[config.mk]
export PLATFORM = sky130hd
export DESIGN_NAME = cntr_sampler
export DESIGN_NICKNAME = d
export VERILOG_FILES = /design/src/rtl/cntr_sampler.sv
export SDC_FILE = /design/constraint.sdc
export NUM_CORES = 1
export LEC_CHECK = 0
export CORE_AREA = 10 10 82 84
export CTS_CLUSTER_DIAMETER = 200
export CTS_CLUSTER_SIZE = 12
export DETAILED_ROUTE_END_ITERATION = 16
export DIE_AREA = 0 0 92 94
export GPL_TIMING_DRIVEN = 0
export HOLD_SLACK_MARGIN = 0.15
export PLACE_DENSITY = 0.74
export RECOVER_POWER = 50
export SYNTH_ARGS = -nofsm -noshare
export SYNTH_HDL_FRONTEND = slang
export SYNTH_SLANG_ARGS = --single-unit
[constraint.sdc]
create_clock -name clk -period 3.7 [get_ports clk]
set_input_delay 0.37 -clock clk [delete_from_list [all_inputs] [get_ports clk]]
set_output_delay 0.37 -clock clk [all_outputs]
set_load 0.01 [all_outputs]
[src/rtl/cntr_sampler.sv]
// cntr_sampler: synchronise and glitch-filter an asynchronous ripple count, accumulate
// modular deltas into a saturating total and publish it per period over valid/ready.
module cntr_sampler #(
    parameter int COUNT_WIDTH   = 4,
    parameter int ACC_WIDTH     = 16,
    parameter int STABLE_CYCLES = 2
) (
    input  logic                   clk,
    input  logic                   rst_n,
    input  logic                   en,
    input  logic [COUNT_WIDTH-1:0] count_in,
    input  logic                   period_tick,
    input  logic                   out_ready,
    output logic                   out_valid,
    output logic [ACC_WIDTH-1:0]   out_total,
    output logic                   out_sat,
    output logic                   overrun,
    output logic [COUNT_WIDTH-1:0] stable_count
);
    localparam int RW = $clog2(STABLE_CYCLES + 1);
    localparam logic [RW-1:0] RUN_MAX = RW'(STABLE_CYCLES - 1);

    typedef enum logic [1:0] {IDLE, RUN, HOLD} state_t;

    state_t                 state_q, state_d;
    logic [COUNT_WIDTH-1:0] s1_q, s2_q, s2p_q, stable_q, stable_d, delta;
    logic [1:0]             prime_q, prime_d;
    logic [RW-1:0]          run_q, run_d;
    logic [ACC_WIDTH-1:0]   acc_q, acc_d, total_q, total_d;
    logic [ACC_WIDTH:0]     sum;
    logic                   sat_q, sat_d, osat_q, osat_d, valid_q, valid_d, overrun_q, overrun_d;
    logic                   eq, accept, add, publish;

    // Comparisons are ignored until the sync chain holds real samples, so the reset
    // zeros are never mistaken for a stable counter value.
    always_comb begin
        prime_d  = (prime_q == 2'd3) ? prime_q : prime_q + 2'd1;
        eq       = (prime_q == 2'd3) && (s2_q == s2p_q);
        run_d    = !eq ? '0 : (run_q == RUN_MAX) ? run_q : run_q + 1'b1;
        accept   = eq && (run_d == RUN_MAX) &&
                   (run_q != RUN_MAX || s2_q != stable_q || state_q == IDLE);
        stable_d = accept ? s2_q : stable_q;
        delta    = s2_q - stable_q;
    end

    always_comb begin
        state_d = (state_q == IDLE) ? (accept ? RUN : IDLE)
                : (state_q == RUN)  ? (period_tick ? HOLD : RUN)
                : (out_ready && !period_tick) ? RUN : HOLD;
    end

    always_comb begin
        add       = accept && en && (state_q != IDLE);
        sum       = {1'b0, acc_q} + (ACC_WIDTH + 1)'(delta);
        publish   = period_tick && (state_q == RUN || (state_q == HOLD && out_ready));
        acc_d     = publish ? (add ? ACC_WIDTH'(delta) : '0)
                  : !add    ? acc_q
                  : sum[ACC_WIDTH] ? '1 : sum[ACC_WIDTH-1:0];
        sat_d     = publish ? 1'b0 : (sat_q | (add & sum[ACC_WIDTH]));
        total_d   = publish ? acc_q : total_q;
        osat_d    = publish ? sat_q : osat_q;
        valid_d   = (state_d == HOLD);
        overrun_d = period_tick && (state_q == HOLD) && !out_ready;
    end

    always_ff @(posedge clk or negedge rst_n) begin
        if (!rst_n) begin
            state_q   <= IDLE;
            s1_q      <= '0;
            s2_q      <= '0;
            s2p_q     <= '0;
            prime_q   <= '0;
            run_q     <= '0;
            stable_q  <= '0;
            acc_q     <= '0;
            sat_q     <= 1'b0;
            total_q   <= '0;
            osat_q    <= 1'b0;
            valid_q   <= 1'b0;
            overrun_q <= 1'b0;
        end else begin
            state_q   <= state_d;
            s1_q      <= count_in;
            s2_q      <= s1_q;
            s2p_q     <= s2_q;
            prime_q   <= prime_d;
            run_q     <= run_d;
            stable_q  <= stable_d;
            acc_q     <= acc_d;
            sat_q     <= sat_d;
            total_q   <= total_d;
            osat_q    <= osat_d;
            valid_q   <= valid_d;
            overrun_q <= overrun_d;
        end
    end

    assign out_valid    = valid_q;
    assign out_total    = total_q;
    assign out_sat      = osat_q;
    assign overrun      = overrun_q;
    assign stable_count = stable_q;
endmodule
==> results.md, run 1 <==
Route:
- The aggregate routed wire length is 5.61 mm.
- The first detailed-routing pass ran for 5 iterations.
- In the routed design, unresolved DRC markers number 0.
- Across all layers, the routed design uses 2,023 vias.
- The number of nets with antenna violations after routing is 0.
- The final routed wire length divided by cell count is 14.9 microns.
- The via density per instance is 5.37.
- In this run, the number of DRC markers left after iteration 0 of detailed routing was 181.

Timing:
- The clock period minus final worst setup slack is 3060 ps.
- The number of failing setup endpoints in the final timing report is 0.
- Summed over all failing endpoints, the final setup total negative slack is 0 ps.
- The number of slew-limit violations in the final report is 29.
- The clock arrives with 6.61 ps of skew.
- Setup repair after global routing left no endpoint under its margin.
- For the pin with the worst max-slew slack, the measured transition is 1600 ps.
- The worst slew slack as a fraction of its limit is -6.84%.
- In the finished design, the share of the clock period the worst path needs comes to 82.8%.
- The slack of the critical path is 637 ps.
- The highest clock frequency the design can meet is 0.326 GHz.
- The number of hold violations in the final report is 0.

GRT:
- Entering global routing, the biggest net connects 31 pins.
- The first-pass GRT wire length is 9.45 mm.
- The number of antenna violations at the first check in global routing was 0.
- The total overflow left after global routing is 0.
- The global-route total usage across every layer is 13.7%.
- The number of global-route vias before repair is 2,050.

Setup path:
- The critical path endpoint is acc_q[1].
- The worst setup path is captured at a register.
- In this run the critical register-to-register path is captured at acc_q[1].
- The most critical setup path has its startpoint at s2_q[0].
- The type of the setup path with the least slack is reg -> reg.
- For the worst setup path, the data arrival time is 3300 ps.
- The worst setup slack for register-to-register paths is 640 ps.
- The biggest fanout along the worst timing path is 7.
- The source of the worst register-to-register timing path is s2_q[0].
- The required time at the endpoint of the critical path is 3940 ps.
- The number of cells on the worst reg-to-reg path is 11.
- The startpoint class of the critical path is a register.

Die:
- Measured along the x axis, the die boundary spans 92 microns.
- The die covers 8650 sq um.
- The number of top-level design ports is 32.
- The initial core utilization is 53.3%.
- The row count is 26.
- In this run the vertical extent of the chip is 94 microns.
- The core box area is 5070 sq um.

Yosys:
- Summing every instance area after synthesis gives 2710 sq um.
- In the synthesized netlist the dominant register cell turns out to be dfrtp_1.
- The share of the synthesized area in the top cell type is 53.6%.
- The synthesized instance count is 258.
- The register bit total from synthesis is 58.
- The netlist uses 51 different library cells.
- During synthesis, Yosys emitted a total of 0 warnings.
- In this run, synthesis inferred 0 flip-flops with an integrated enable.
- Summed over all instances, the cell type with the most area after synthesis is dfrtp_1.
- The mean post-synth cell area is 10.5 sq um.
- The post-synthesis net count is 277.
- The portion of the post-synthesis area used by sequential elements is 53.6%.
- Counting instances in the post-synthesis netlist gives the leading cell types as nand2_1 (59), dfrtp_1 (58), inv_1 (10), nand3_1 (10), nor2_1 (10).
- The share of synthesized registers carrying an async set or reset is 100%.
- The most frequently used cell type in the post-synthesis netlist is nand2_1.
- By area the synthesized netlist is led by dfrtp_1 (54%), nand2_1 (8.2%), ha_1 (3.7%), xor2_1 (1.9%), nand3_1 (1.8%).

CTS:
- The clock net sink count is 58.
- The clock latency of the later-clocked register in the worst-skew pair is 340 ps.
- The root cell of the clock tree is clkbuf_8.
- CTS built an H-tree with a depth of 3.
- The quantity of gates resized following cts is 0.
- The CTS buffer count is 9.
- The clock passes through at most 2 buffers.
- Clock-pin slew was measured on the worst setup and hold paths at 60 ps.
- The CTS tree is yes.

Placement:
- The cell area reported after detailed placement is 3120 sq um.
- After legalization and detailed placement, the total HPWL measured 4.00 mm.
- The minimum setup slack after placement is 675 ps.
- The count of input and output buffers is 31.
- At the end of routability-driven placement, the weighted congestion stood at 0.813.

Final layout:
- The number of fill cells is 457.
- The repair_antennas step left the layout with diodes totalling 0.
- The total number of nets in the final design is 321.
- Cells with a size suffix above 1 make up 9.12% of the layout.
- After routing the design area is 3290 sq um.
- The area growth from synthesis to layout is 21.6%.
- Cells fill 64.9% of the core in the end.

Outcome:
- The checks that failed: capacitance limit, slew limit.
- The flow ran to the end, but the final reports show violations.

Pwr:
- The analysis attributes to cell leakage a power of 1.54 nW.
- The areal power density over the cells is 568 nW/um^2.
- Across the VDD grid, the largest voltage drop is 0.000416 V.
- The post-route total power is 1.87 mW.

Min path:
- The worst hold path class is reg -> reg.

Job:
- The tool flagged a number of max-cap violations equal to 1.
==> cell usage in the layout, fill, tap and decap left out, drive strengths merged, types with 8 or more instances in the layout <==
master         instances
inv                   10
clkbuf                21
nand3                 10
nor2                  11
ha                     8
a21oi                  8
clkdlybuf4s50         25
nand2                 59
dfrtp                 58
==> worst min-delay path by stage <==
stage	startpoint	to	slack, ps	cells past startpoint
CTS	s1_q[1]	s2_q[1]	350	0
detailed placement	s1_q[1]	s2_q[1]	340	0
floorplan	rst_n	acc_q[0]	70	0
finish	s1_q[0]	s2_q[0]	350	0
global route	s1_q[1]	s2_q[1]	360	0
global placement	s1_q[0]	s2_q[0]	330	0
==> registers in the layout (all words and copies together), names as in the netlist, 2 cells and up <==
register      count
acc_q            16
run_q             2
state_q           2
stable_count      4
prime_q           2
out_total        16
s2p_q             4
s1_q              4
s2_q              4
==> what timing repair did <==
action	CTS	global route
setup buffers	0	0
hold endpoints to repair	28	0
hold buffers	1	0
==> through the flow <==
step           instances  hold WS [ps]
2_1_floorplan        258          74.4
3_3_place_gp         359           333
3_5_place_dp         360           337
4_1_cts              377           351
5_1_grt              377           361
6_report             377           348
==> per-layer routing <==
| metal | vias to the layer above | track usage [%] | part of all wire, % |
|---|---|---|---|
| li1 | 993 | - | - |
| met1 | 978 | 14.8 | 43 |
| met2 | 42 | 22.6 | 49 |
| met3 | 10 | 5.52 | 6.1 |
| met4 | 0 | 7.33 | 2.0 |
| met5 | - | 0 | 0 |
==> where the power goes <==
group | internal [mW] | switching (mW) | total, mW
registers | 0.713 | 0.0577 | 0.771
clock network | 0.258 | 0.236 | 0.494
logic | 0.260 | 0.346 | 0.606
==> critical path, stage by stage, from the launching register on <==
cell,delay [ps]
dfrtp_1,410
inv_1,70
ha_1,150
inv_1,50
fa_1,540
inv_1,70
fa_1,420
nor2b_1,170
o22a_1,240
nand4_1,300
and3_1,310
o31ai_1,230
==> cell type report <==
class | instances | area (sq um) | share of cell area [%]
flip-flops and latches | 58 | 1450 | 44.1
clock inverters | 3 | 15.0 | 0.456
plain buffers | 11 | 55.1 | 1.67
repair buffers | 33 | 334 | 10.1
clock buffers | 13 | 149 | 4.52
multi-input cells | 179 | 1160 | 35.3
well taps | 70 | 87.6 | 2.66
inverters | 10 | 37.5 | 1.14
==> kinds of logic (layout without fill, tap and decap cells) <==
kind of cell               after synthesis  after routing  synth area share (%)
and+or+nand+nor                        114            114                  21.1
DFF                                     58             58                  53.6
AOI/OAI and AO/OA                       39             39                  11.0
buffers and inverters                   21             70                  3.42
adders and majority gates               10             10                  5.18
xor gates and xnor gates                10             10                  3.24
muxes                                    6              6                  2.45
Note: power is estimated with default switching activity, not from simulation.
==> inputs of run 2 (changes only) <==
- CORE_AREA: 10 10 82 84 -> 10 10 85 87
- DIE_AREA: 0 0 92 94 -> 0 0 95 97
- PLACE_DENSITY: 0.74 -> 0.72
- clock period: 3.7 -> 2.57 ns (I/O delays scaled with it)
==> results.md, run 2 (same netlist as run 1, synthesis figures left out) <==
CTS:
- The root cell of the clock tree is clkbuf_8 (unchanged).
- The deepest level of the CTS H-tree was 3 (unchanged).
- The CTS tree was yes (unchanged).
- The buffer depth of the longest clock path was 2 (unchanged).
- The CTS buffer count is 9 (unchanged).
- The clock latency of the later-clocked register in the worst-skew pair was 340 ps (about the same).
- The clock net sink count came to 58 (unchanged).
- The clock transition at the registers of the reported paths was 60 ps (about the same).

Pwr:
- The largest vdd supply drop came to 0.000512 V (was 0.000416 V).
- The leakage power total is 1.61 nW (was 1.54 nW).
- The post-route total power was 2.91 mW (was 1.87 mW).
- The areal power density over the cells came to 829 nW/um^2 (was 568 nW/um^2).

Min path:
- The destination of the worst hold path is s2_q[1] (was s2_q[0]).
- The worst hold path class is reg -> reg (unchanged).
- The number of instances on the worst hold path came to 0 (unchanged).
- The source of the worst hold timing path is s1_q[1] (was s1_q[0]).

Timing:
- The highest clock frequency the design can meet is 0.362 GHz (was 0.326 GHz).
- The number of hold violations in the final report is 0 (unchanged).
- The number of failing setup endpoints in the final timing report came to 16 (was 0).
- Unrepaired setup endpoints after global routing: yes (was no).
- The clock period minus final worst setup slack came to 2760 ps (was 3060 ps).
- The worst-case hold slack is 350 ps (was 348 ps).
- The final cycle utilization of the critical path is 107% (was 82.8%).
- The worst-case clock skew was 6.33 ps (was 6.61 ps).
- The transition time of the tightest slew-check pin is 1190 ps (was 1600 ps).
- The slack of the critical path came to -190 ps (was 637 ps).
- The worst slew slack as a fraction of its limit was 20.4% (was -6.84%).
- The number of slew-limit violations in the final report was 0 (was 29).

Placement:
- The count of input and output buffers was 31 (unchanged).
- The minimum setup slack after placement is -382 ps (was 675 ps).
- The weighted congestion at the end of routability-driven global placement came to 0.844 (was 0.813).
- The cell area reported after detailed placement is 3140 sq um (was 3120 sq um).
- The post-DP HPWL is 4.14 mm (was 4.00 mm).

Setup path:
- The worst endpoint data arrival time is 3000 ps (was 3300 ps).
- The family with the most delay on the worst path is adder cells (unchanged).
- The number of buffer and inverter instances along the worst setup path is 4 (was 3).
- The stage delay of the slowest cell on the critical path came to 550 ps (was 540 ps).
- The required time at the endpoint of the critical path is 2810 ps (was 3940 ps).
- The type of the setup path with the least slack is reg -> reg (unchanged).
- Critical-path cell list: inv_1, ha_2, inv_2, fa_2, inv_2, fa_2, nor2b_2, o22a_1, buf_6, nand4_1, and3_1, a311oi_1 (was inv_1, ha_1, inv_1, fa_1, inv_1, fa_1, nor2b_1, o22a_1, nand4_1, and3_1, o31ai_1).
- The source of the worst register-to-register timing path was s2_q[0] (unchanged).
- The worst reg2reg path endpoint is acc_q[11] (was acc_q[1]).
- The type of element capturing the critical path is a register (unchanged).
- The worst setup slack for register-to-register paths was -190 ps (was 640 ps).
- The cell depth of the worst flop-to-flop path came to 12 (was 11).
- The biggest fanout along the worst timing path is 3 (was 7).
- The standard cell with the maximum stage delay on the critical path was fa_2 (was fa_1).
- The startpoint class of the critical path was a register (unchanged).

GRT:
- The number of global-route vias before repair is 2,155 (was 2,050).
- The overflow left after global routing was 0 (unchanged).
- The largest net degree at the start of global routing is 38 (was 31).
- The number of antenna violations at the first check in global routing was 0 (unchanged).
- The global-route total usage across every layer is 13.5% (was 13.7%).
- The first-pass GRT wire length came to 10.1 mm (was 9.45 mm).

Final layout:
- The footprint of the multi-input gates is 1290 sq um (was 1160 sq um).
- The total number of nets in the final design is 334 (was 321).
- The utilization after layout came to 64.1% (was 64.9%).
- Highest-count cells in the layout ignoring fill and taps: nand2_1 (59), dfrtp_1 (58), clkdlybuf4s50_1 (25), clkbuf_8 (11) (was nand2_1 (59), dfrtp_1 (58), clkdlybuf4s50_1 (25), clkbuf_1 (11)).
- The area taken by flip-flops and latches is 1450 sq um (unchanged).
- The post-synthesis to final-layout area growth came to 29.7% (was 21.6%).
- The share of layout cells above drive strength 1 is 20.4% (was 9.12%).
- The antenna diode count is 0 (unchanged).
- The cell area after layout is 3510 sq um (was 3290 sq um).
- The number of fill cells came to 437 (was 457).
- The most common cell after layout, fill and taps aside is nand2_1 (unchanged).

Route:
- The aggregate routed wire length is 5.89 mm (was 5.61 mm).
- The number of nets with antenna violations after routing came to 0 (unchanged).
- The wire length on met1 is 2.53 mm (was 2.40 mm).
- The via count came to 2,111 (was 2,023).
- The remaining design rule violation count is 0 (unchanged).
- The top routing layer in use is met4 (unchanged).
- The via density per instance is 5.40 (was 5.37).
- The final routed wire length divided by cell count was 15.1 microns (was 14.9 microns).
- The count of TritonRoute iterations in the first routing pass is 4 (was 5).
- The total met3 wirelength after detailed routing is 367 microns (was 340 microns).
- The number of violations reported at the end of detailed-routing iteration 0 is 163 (was 181).
- The routed length on met2 is 2.86 mm (was 2.76 mm).

Die:
- The number of top-level design ports is 32 (unchanged).
- The width of the chip is 95 microns (was 92 microns).
- The height of the die is 97 microns (was 94 microns).
- The full die area is 9220 sq um (was 8650 sq um).
- The core box area was 5470 sq um (was 5070 sq um).
- The row count is 27 (was 26).
- The initial core utilization is 49.5% (was 53.3%).

Outcome:
- Violations in the final reports: setup timing (was capacitance limit, slew limit).
- Status: complete, but fails checks (unchanged).

Job:
- The total of max-cap violations is 0 (was 1).
==> run 2: cell count changes in the layout (fill, tap and decap cells not counted), moves of 3 or more <==
cell / delta
buf_6: +3
a21oi_2: +3
a21oi_1: -3
ha_1: -4
buf_4: +8
==> run 2: metal layers <==
metal  global-route usage, %  vias up
met5                       0        -
met4                    6.06        0
met3                    4.63       13
met2                    21.2       56
met1                    16.1     1020
li1                        -     1022
==> run 2: worst max path at each step <==
stage	cells past startpoint	startpoint	to	slack, ps
finish	12	s2_q[0]	acc_q[11]	-190
floorplan	12	s2_q[0]	acc_q[10]	-30
global placement	1	rst_n	out_valid	-610
CTS	12	s2_q[0]	acc_q[11]	-190
global route	12	s2_q[0]	acc_q[11]	-320
detailed placement	11	s2_q[0]	acc_q[1]	-380
==> run 2: what timing repair did <==
action,4_1_cts,5_1_grt
gates resized for setup,14,8
gates cloned,0,1
endpoints found under the hold margin,21,0
setup buffers,9,3
pin swaps,12,8
setup endpoints to repair,17,17
hold buffers,1,0
==> run 2: stage by stage <==
step	setup TNS (ps)	std cells
finish	-2190	391
global route	-4280	391
floorplan	-94.6	258
CTS	-1870	387
global placement	-38380	361
detailed placement	-4550	362
==> run 2: layout make-up <==
class / instances / area share [%]
tap: 72 / 2.57
clock inverter: 3 / 0.428
multi-input combinational: 180 / 36.7
clock buffer: 12 / 4.42
inverter: 10 / 1.07
buffer: 11 / 1.68
timing repair buffer: 45 / 11.8
sequential: 58 / 41.4
==> run 2: power breakdown <==
group	total [mW]	internal, mW	leakage (nW)	switching [mW]
registers	1.11	1.03	0.755	0.0854
clock network	0.730	0.392	0.0920	0.338
logic	1.07	0.491	0.766	0.578
